==> config.mk <==
export PLATFORM = sky130hd
export DESIGN_NAME = or_unit_arbiter
export DESIGN_NICKNAME = d
export VERILOG_FILES = /design/src/rtl/or_unit_arbiter.sv
export SDC_FILE = /design/constraint.sdc
export NUM_CORES = 1
export LEC_CHECK = 0
export ABC_CLOCK_PERIOD_IN_PS = 2900
export CAP_MARGIN = 20
export CORE_ASPECT_RATIO = 0.5
export CORE_UTILIZATION = 36
export DETAILED_ROUTE_END_ITERATION = 12
export MAX_ROUTING_LAYER = met4
export PLACE_DENSITY = 0.78
export SLEW_MARGIN = 0
export SYNTH_ARGS = -nofsm -noshare
export SYNTH_HDL_FRONTEND = slang
export SYNTH_SLANG_ARGS = --single-unit
==> constraint.sdc <==
create_clock -name clk -period 2.9 [get_ports clk]
set_clock_uncertainty 0.15 [all_clocks]
set_input_delay 0.58 -clock clk [delete_from_list [all_inputs] [get_ports clk]]
set_output_delay 0.58 -clock clk [all_outputs]
set_load 0.005 [all_outputs]
==> src/rtl/or_unit_arbiter.sv <==
// or_unit_arbiter: one shared bitwise-OR datapath time-shared among
// four requesters by a round-robin arbiter, one result held at a time.
module or_unit_arbiter #(
    parameter int WIDTH = 8,
    parameter int NREQ  = 4
) (
    input  logic                  clk,
    input  logic                  rst_n,
    input  logic [NREQ-1:0]       req_valid,
    output logic [NREQ-1:0]       req_ready,
    input  logic [NREQ*WIDTH-1:0] req_a,
    input  logic [NREQ*WIDTH-1:0] req_b,
    output logic                  rsp_valid,
    input  logic                  rsp_ready,
    output logic [WIDTH-1:0]      rsp_data,
    output logic [1:0]            rsp_id,
    output logic                  busy
);

    localparam logic [0:0] ST_IDLE = 1'b0;
    localparam logic [0:0] ST_HOLD = 1'b1;

    logic [0:0]       state;
    logic [1:0]       last_grant;
    logic [NREQ-1:0]  grant;
    logic [1:0]       grant_idx;
    logic [1:0]       cand;
    logic             found;
    logic             open;
    logic             accept;
    logic [WIDTH-1:0] sel_a;
    logic [WIDTH-1:0] sel_b;

    // Round-robin search starting just after the last granted requester.
    always_comb begin
        grant     = '0;
        grant_idx = '0;
        cand      = '0;
        found     = 1'b0;
        for (int k = 1; k <= NREQ; k++) begin
            cand = last_grant + 2'(k);
            if (!found && req_valid[cand]) begin
                found           = 1'b1;
                grant[cand]     = 1'b1;
                grant_idx       = cand;
            end
        end
    end

    // Window is open when nothing is held or the held result drains now;
    // held low throughout reset so no stray accept strobe escapes.
    always_comb begin
        open      = rst_n && ((state == ST_IDLE) || rsp_ready);
        req_ready = open ? grant : '0;
        accept    = |req_ready;
        sel_a     = req_a[int'(grant_idx)*WIDTH +: WIDTH];
        sel_b     = req_b[int'(grant_idx)*WIDTH +: WIDTH];
    end

    // State, result register and pointer; pointer moves only on accept.
    always_ff @(posedge clk) begin
        if (!rst_n) begin
            state      <= ST_IDLE;
            rsp_data   <= '0;
            rsp_id     <= '0;
            last_grant <= 2'd3;
        end else if (accept) begin
            state      <= ST_HOLD;
            rsp_data   <= sel_a | sel_b;
            rsp_id     <= grant_idx;
            last_grant <= grant_idx;
        end else if (state == ST_HOLD && rsp_ready) begin
            state      <= ST_IDLE;
        end
    end

    // A result is valid exactly while it is held.
    always_comb begin
        rsp_valid = (state == ST_HOLD);
        busy      = rsp_valid;
    end

endmodule

# Yosys cells after proc, flatten, opt, wreduce, memory -nomap -nowiden

Cells that the tools add are included.

Flip-flop bits (word level): 13
Logic and storage cells: 67

Shift-type cells: 2
Bitwise operators: 5
Magnitude comparators: 8
Reduce and logical (&&, ||, !) cells: 15
Add/subtract/negate cells: 3
Multiplexer cells: 30

Operator list:

| cell                  | number |
|---|---|
| $shiftx A32 B6 Y8     | 2 |
| $mux W4               | 5 |
| $mux W1               | 13 |
| $lt A2 B3 Y1 const B  | 4 |
| $or A4 B4 Y4          | 3 |
| $logic_and A1 B1 Y1   | 9 |
| $bmux W1 S2           | 4 |
| $demux W1 S2          | 4 |
| $ge A2 B1 Y1 const B  | 4 |
| $mux W2               | 4 |
| $or A8 B8 Y8          | 1 |
| $add A2 B2 Y2 const B | 2 |
| $reduce_or A4 Y1      | 1 |
| $logic_not A1 Y1      | 3 |
| $add A2 B1 Y2 const B | 1 |
| $reduce_bool A2 Y1    | 1 |
| $logic_or A1 B1 Y1    | 1 |
| $not A1 Y1            | 1 |

# Longest topological paths before layout

Depth in word-level cells: 16
Depth in mapped cells: 12
Depth with buffers taken out: 8

# Least setup slack after synthesis

No wires, ideal clock.

Path kind: reg-to-output
Start point: register last_grant[0]
End point: output req_ready[1]
Setup slack: -0.335 ns
Cell stages (with the launch flop): 10
Buffers on the path: 3
Arrival time: 2.505 ns
Cells stage by stage: dfxtp_1 -> buf_6 -> buf_2 -> inv_1 -> ha_1 -> buf_6 -> mux4_2 -> a2111oi_2 -> a2bb2oi_1 -> nor2_1

Longest elaborated chain between the ends: 14

RTL lines:

| element                                                               | line | source |
|---|---|---|
| from (decl)                                                           | 24   | `logic [1:0] last_grant;` |
| from (signal assigned)                                                | 71   | `last_grant <= grant_idx;` |
| parallel branches: the longest is 12 deep, another holds $lt A2 B3 Y1 | n/a  |  |
| $mux W4 *                                                             | 42   | `if (!found && req_valid[cand]) begin` |
| $mux W4 *                                                             | 54   | `req_ready = open ? grant : '0;` |
| to (decl)                                                             | 10   | `output logic [NREQ-1:0] req_ready,` |

Every way passes the cells marked *. The select of a mux whose other input is x is not followed.

# Final worst setup path

Same ends and word-level chain as after synthesis.

==> flow_summary.json <==
{
  "status": "finished, violations left",
  "violations_in_the_final_reports": "setup timing",
  "placed_cells_incl_taps": 342,
  "worst_path_largest_cell_delay_ns": 0.54,
  "regToRegSetupSlack_ns": 0.03,
  "finish.utilization_pct": 73.2,
  "detailedPlacementHpwl_um": 3580,
  "finalNetCount": 388,
  "boundaryPins": 87,
  "critPathMostFrequentCell": "buf_6",
  "worstPathRequired_ns": 2.17,
  "synth_top_area_cell": "mux2i_1",
  "vdd_drop_max_mv": 0.360,
  "yosysTopAreaCellShare_pct": 22.7,
  "globalRouteTotalUtil_pct": 23.3,
  "hold_path.class": "register to register",
  "cellLeakagePower_nw": 1.29,
  "dr.first_iter.drc_count": 62,
  "root_driver": "clkbuf_8",
  "synth_sequential_area_ratio_pct": 16.4,
  "placed_cell_area_um2": 2670,
  "synth_enable_flop_cells": 0,
  "ys.warnings.count": 0,
  "drtPass1Iterations": 4,
  "power.internal_mw": 1.63,
  "whs_path_depth": 2,
  "worst_r2r_endpoint": "rsp_id[0]",
  "power_frac_seq_pct": 11.7,
  "placementRows": 16,
  "filler_cell_count": 292,
  "postLayoutSetupSlackWorst_ns": -0.199,
  "worst_setup_path_end_kind": "output port",
  "syn-cell-area_um2": 1590,
  "netlist_top_cells_area": "mux2i_1 (23%), dfxtp_1 (16%), nor2_1 (9.9%)",
  "flop_and_latch_count_out_of_synthesis": 13,
  "final-max-slew-violation-count": 0,
  "floorplan.die.width_um": 95.9,
  "area_of_the_multi_input_gates_um2": 1370,
  "net-switching-power_mw": 1.11,
  "route.detailed.drc": 0,
  "power.density_nw_per_um2": 921,
  "die_height_um": 49.0,
  "mappedNetlistNets": 268,
  "post_layout_nonfiller_instances": 362,
  "antenna_found_initial": 0,
  "finalWeightedCongestion": 0.837,
  "worst_hold_startpoint": "rsp_data[2]",
  "finish.instance_area_um2": 2970,
  "clock-sinks": 13,
  "flow.area_growth_from_synthesis_pct": 87.2,
  "worst_pin_slew_ns": 0.415,
  "clock_insertion_delay_worst_skew_ns": 0.24,
  "clock_tree.htree_level_count": 1,
  "floorplan.die_area_um2": 4700,
  "slowest_stage": "mux4_2",
  "routedWlPerCell_um": 14.4,
  "grt_first_pass_wirelength_um": 8220,
  "p_sw_share_pct": 40.4,
  "post_synth_inst_count": 189,
  "tritoncts": "built",
  "worst_r2r_startpoint": "last_grant[0]",
  "core_um2": 4060,
  "area.sequential_um2": 265,
  "clkTransAtPathRegs_ns": 0.05,
  "worstRegToRegCells": 13,
  "clockBufferDepth": 2,
  "hold-worst-slack_ns": 0.311,
  "clock_power_share_pct": 5.9,
  "main_flop_type_after_synthesis": "dfxtp_1",
  "synth_cell_type_count": 41,
  "num_antenna_cells": 0,
  "synth_async_sr_flop_share_pct": 0,
  "setup.worst_path.class": "register to output port",
  "grt_overflow": 0,
  "critical_path_at_ns": 2.37,
  "final_layout_size_suffix_gt1_share_pct": 26.0,
  "setup.worst_path.start_class": "register",
  "holdPathEnd": "rsp_data[2]",
  "report.power.total_mw": 2.74,
  "buffer_ports.inserted": 86,
  "path_cells": "inv_4 > ha_4 > mux4_2 > buf_6 > buf_6 > a2111oi_4 > a2bb2oi_1 > nor2_1 > buf_2",
  "detail_route.wirelength_um": 5210,
  "crit_path_start": "last_grant[0]",
  "fmax_mhz": 323,
  "antenna_violating_nets_post_route": 0,
  "floorplan.initialDensity_pct": 39.1,
  "finalCritPeriodShare_pct": 107,
  "combinationalPowerShare_pct": 82.4,
  "period_minus_slack_ns": 3.10,
  "viasPerCell": 5.24,
  "drv.max_cap_violation_count": 0,
  "totalNegativeSetupSlack_ns": -0.469,
  "tritoncts.num_buffers": 3,
  "finalSetupViolations": 4,
  "cts_hold_buf": 0,
  "dpl_worst_slack_ns": -0.668,
  "slew_headroom_pct": 72.2,
  "num_vias": 1896,
  "grt_start_max_net_pins": 24,
  "grt_pass1_vias": 1820,
  "rsz0062_at_grt": "yes",
  "post_synth.cell_area_avg_um2": 8.40,
  "critPathMaxFanout": 3,
  "final_hold_viol_count": 0
}
==> per-layer routing <==
layer	up-vias	GRT usage (%)	share of wire (%)
met5	-	-	0
li1	926	-	-
met4	0	7.71	2.7
met2	74	42.5	52
met1	881	25.8	40
met3	15	3.89	4.7
==> critical path, delay by kind of cell, from the launching register on <==
family	cells	cell delay (ns)
muxes	1	0.54
AOI/OAI and AO/OA	2	0.46
buffers and inverters	4	0.43
DFF	1	0.35
adders and majority gates	1	0.28
and+or+nand+nor	1	0.05
==> sequential cells by signal, indices dropped and copies added, names as in the netlist <==
| signal | flops |
|---|---|
| rsp_data | 8 |
| busy | 1 |
| rsp_id | 2 |
| last_grant | 2 |
==> placed cells by master, fill, tap and decap left out, types with 2 or more instances in the layout <==
master / instances
clkdlybuf4s50_1: 78
nor2_1: 41
mux2i_1: 35
buf_4: 29
nand2_1: 15
dfxtp_1: 11
buf_6: 9
ha_1: 7
and3_1: 6
a2111oi_4: 5
nand2b_1: 4
buf_2: 4
nand3b_1: 3
mux2_2: 3
a21oi_1: 3
clkbuf_8: 3
mux2_4: 2
mux2i_4: 2
o22ai_1: 2
mux4_2: 2
a31oi_1: 2
o21ai_0: 2
o211ai_1: 2
inv_1: 2
clkdlybuf4s15_1: 2
buf_12: 2
==> cells in the mapped netlist (2+ instances only) <==
cell type and count:
a2111oi_2 3, a21oi_1 4, a2bb2oi_1 2, a31oi_1 2, and3_1 6, buf_2 5, buf_4 3, buf_6 3
dfxtp_1 13, ha_1 8, inv_1 4, mux2_2 5, mux2i_1 36, mux4_2 2, nand2_1 15, nand2b_1 4
nand3b_1 3, nor2_1 42, o211ai_1 2, o21ai_0 2, o22ai_1 4, or3b_1 2
==> worst max path at each step <==
stage | depth (start not counted) | endpoint | slack [ns]
2_1_floorplan | 9 | req_ready[1] | 0.008
3_3_place_gp | 7 | req_ready[3] | -0.61
3_5_place_dp | 7 | req_ready[3] | -0.67
4_1_cts | 9 | req_ready[1] | -0.25
5_1_grt | 10 | req_ready[2] | -0.30
6_report | 9 | req_ready[1] | -0.20
==> power groups by stage <==
stage / logic, mW / registers (mW) / clock network, mW
floorplan: 1.13 / 0.343 / 0
global placement: 1.82 / 0.313 / 0
detailed placement: 1.86 / 0.319 / 0
CTS: 2.09 / 0.319 / 0.165
global route: 2.40 / 0.330 / 0.178
finish: 2.26 / 0.319 / 0.162
==> logic make-up after synthesis <==
| logic type | count (synthesis) | synth area share [%] |
|---|---|---|
| muxes | 45 | 32.2 |
| DFF | 13 | 16.4 |
| AOI/OAI and AO/OA | 32 | 17.7 |
| adders and majority gates | 8 | 6.30 |
| and+or+nand+nor | 75 | 21.2 |
| buffers and inverters | 16 | 6.30 |
==> area by class of cell <==
| class | instances | share of cell area (%) |
|---|---|---|
| timing repair buffer | 127 | 40.7 |
| sequential | 13 | 8.92 |
| inverter | 4 | 0.589 |
| tap | 54 | 2.27 |
| clock buffer | 4 | 1.52 |
| multi-input combinational | 160 | 46.0 |
==> repair_timing <==
action                     in CTS  in global routing
setup endpoints to repair      14                 14
gates resized for setup        41                 17
pin swaps                       8                  6
buffers inserted               14                  2
No activity file was read; power rests on OpenSTA's default activity.
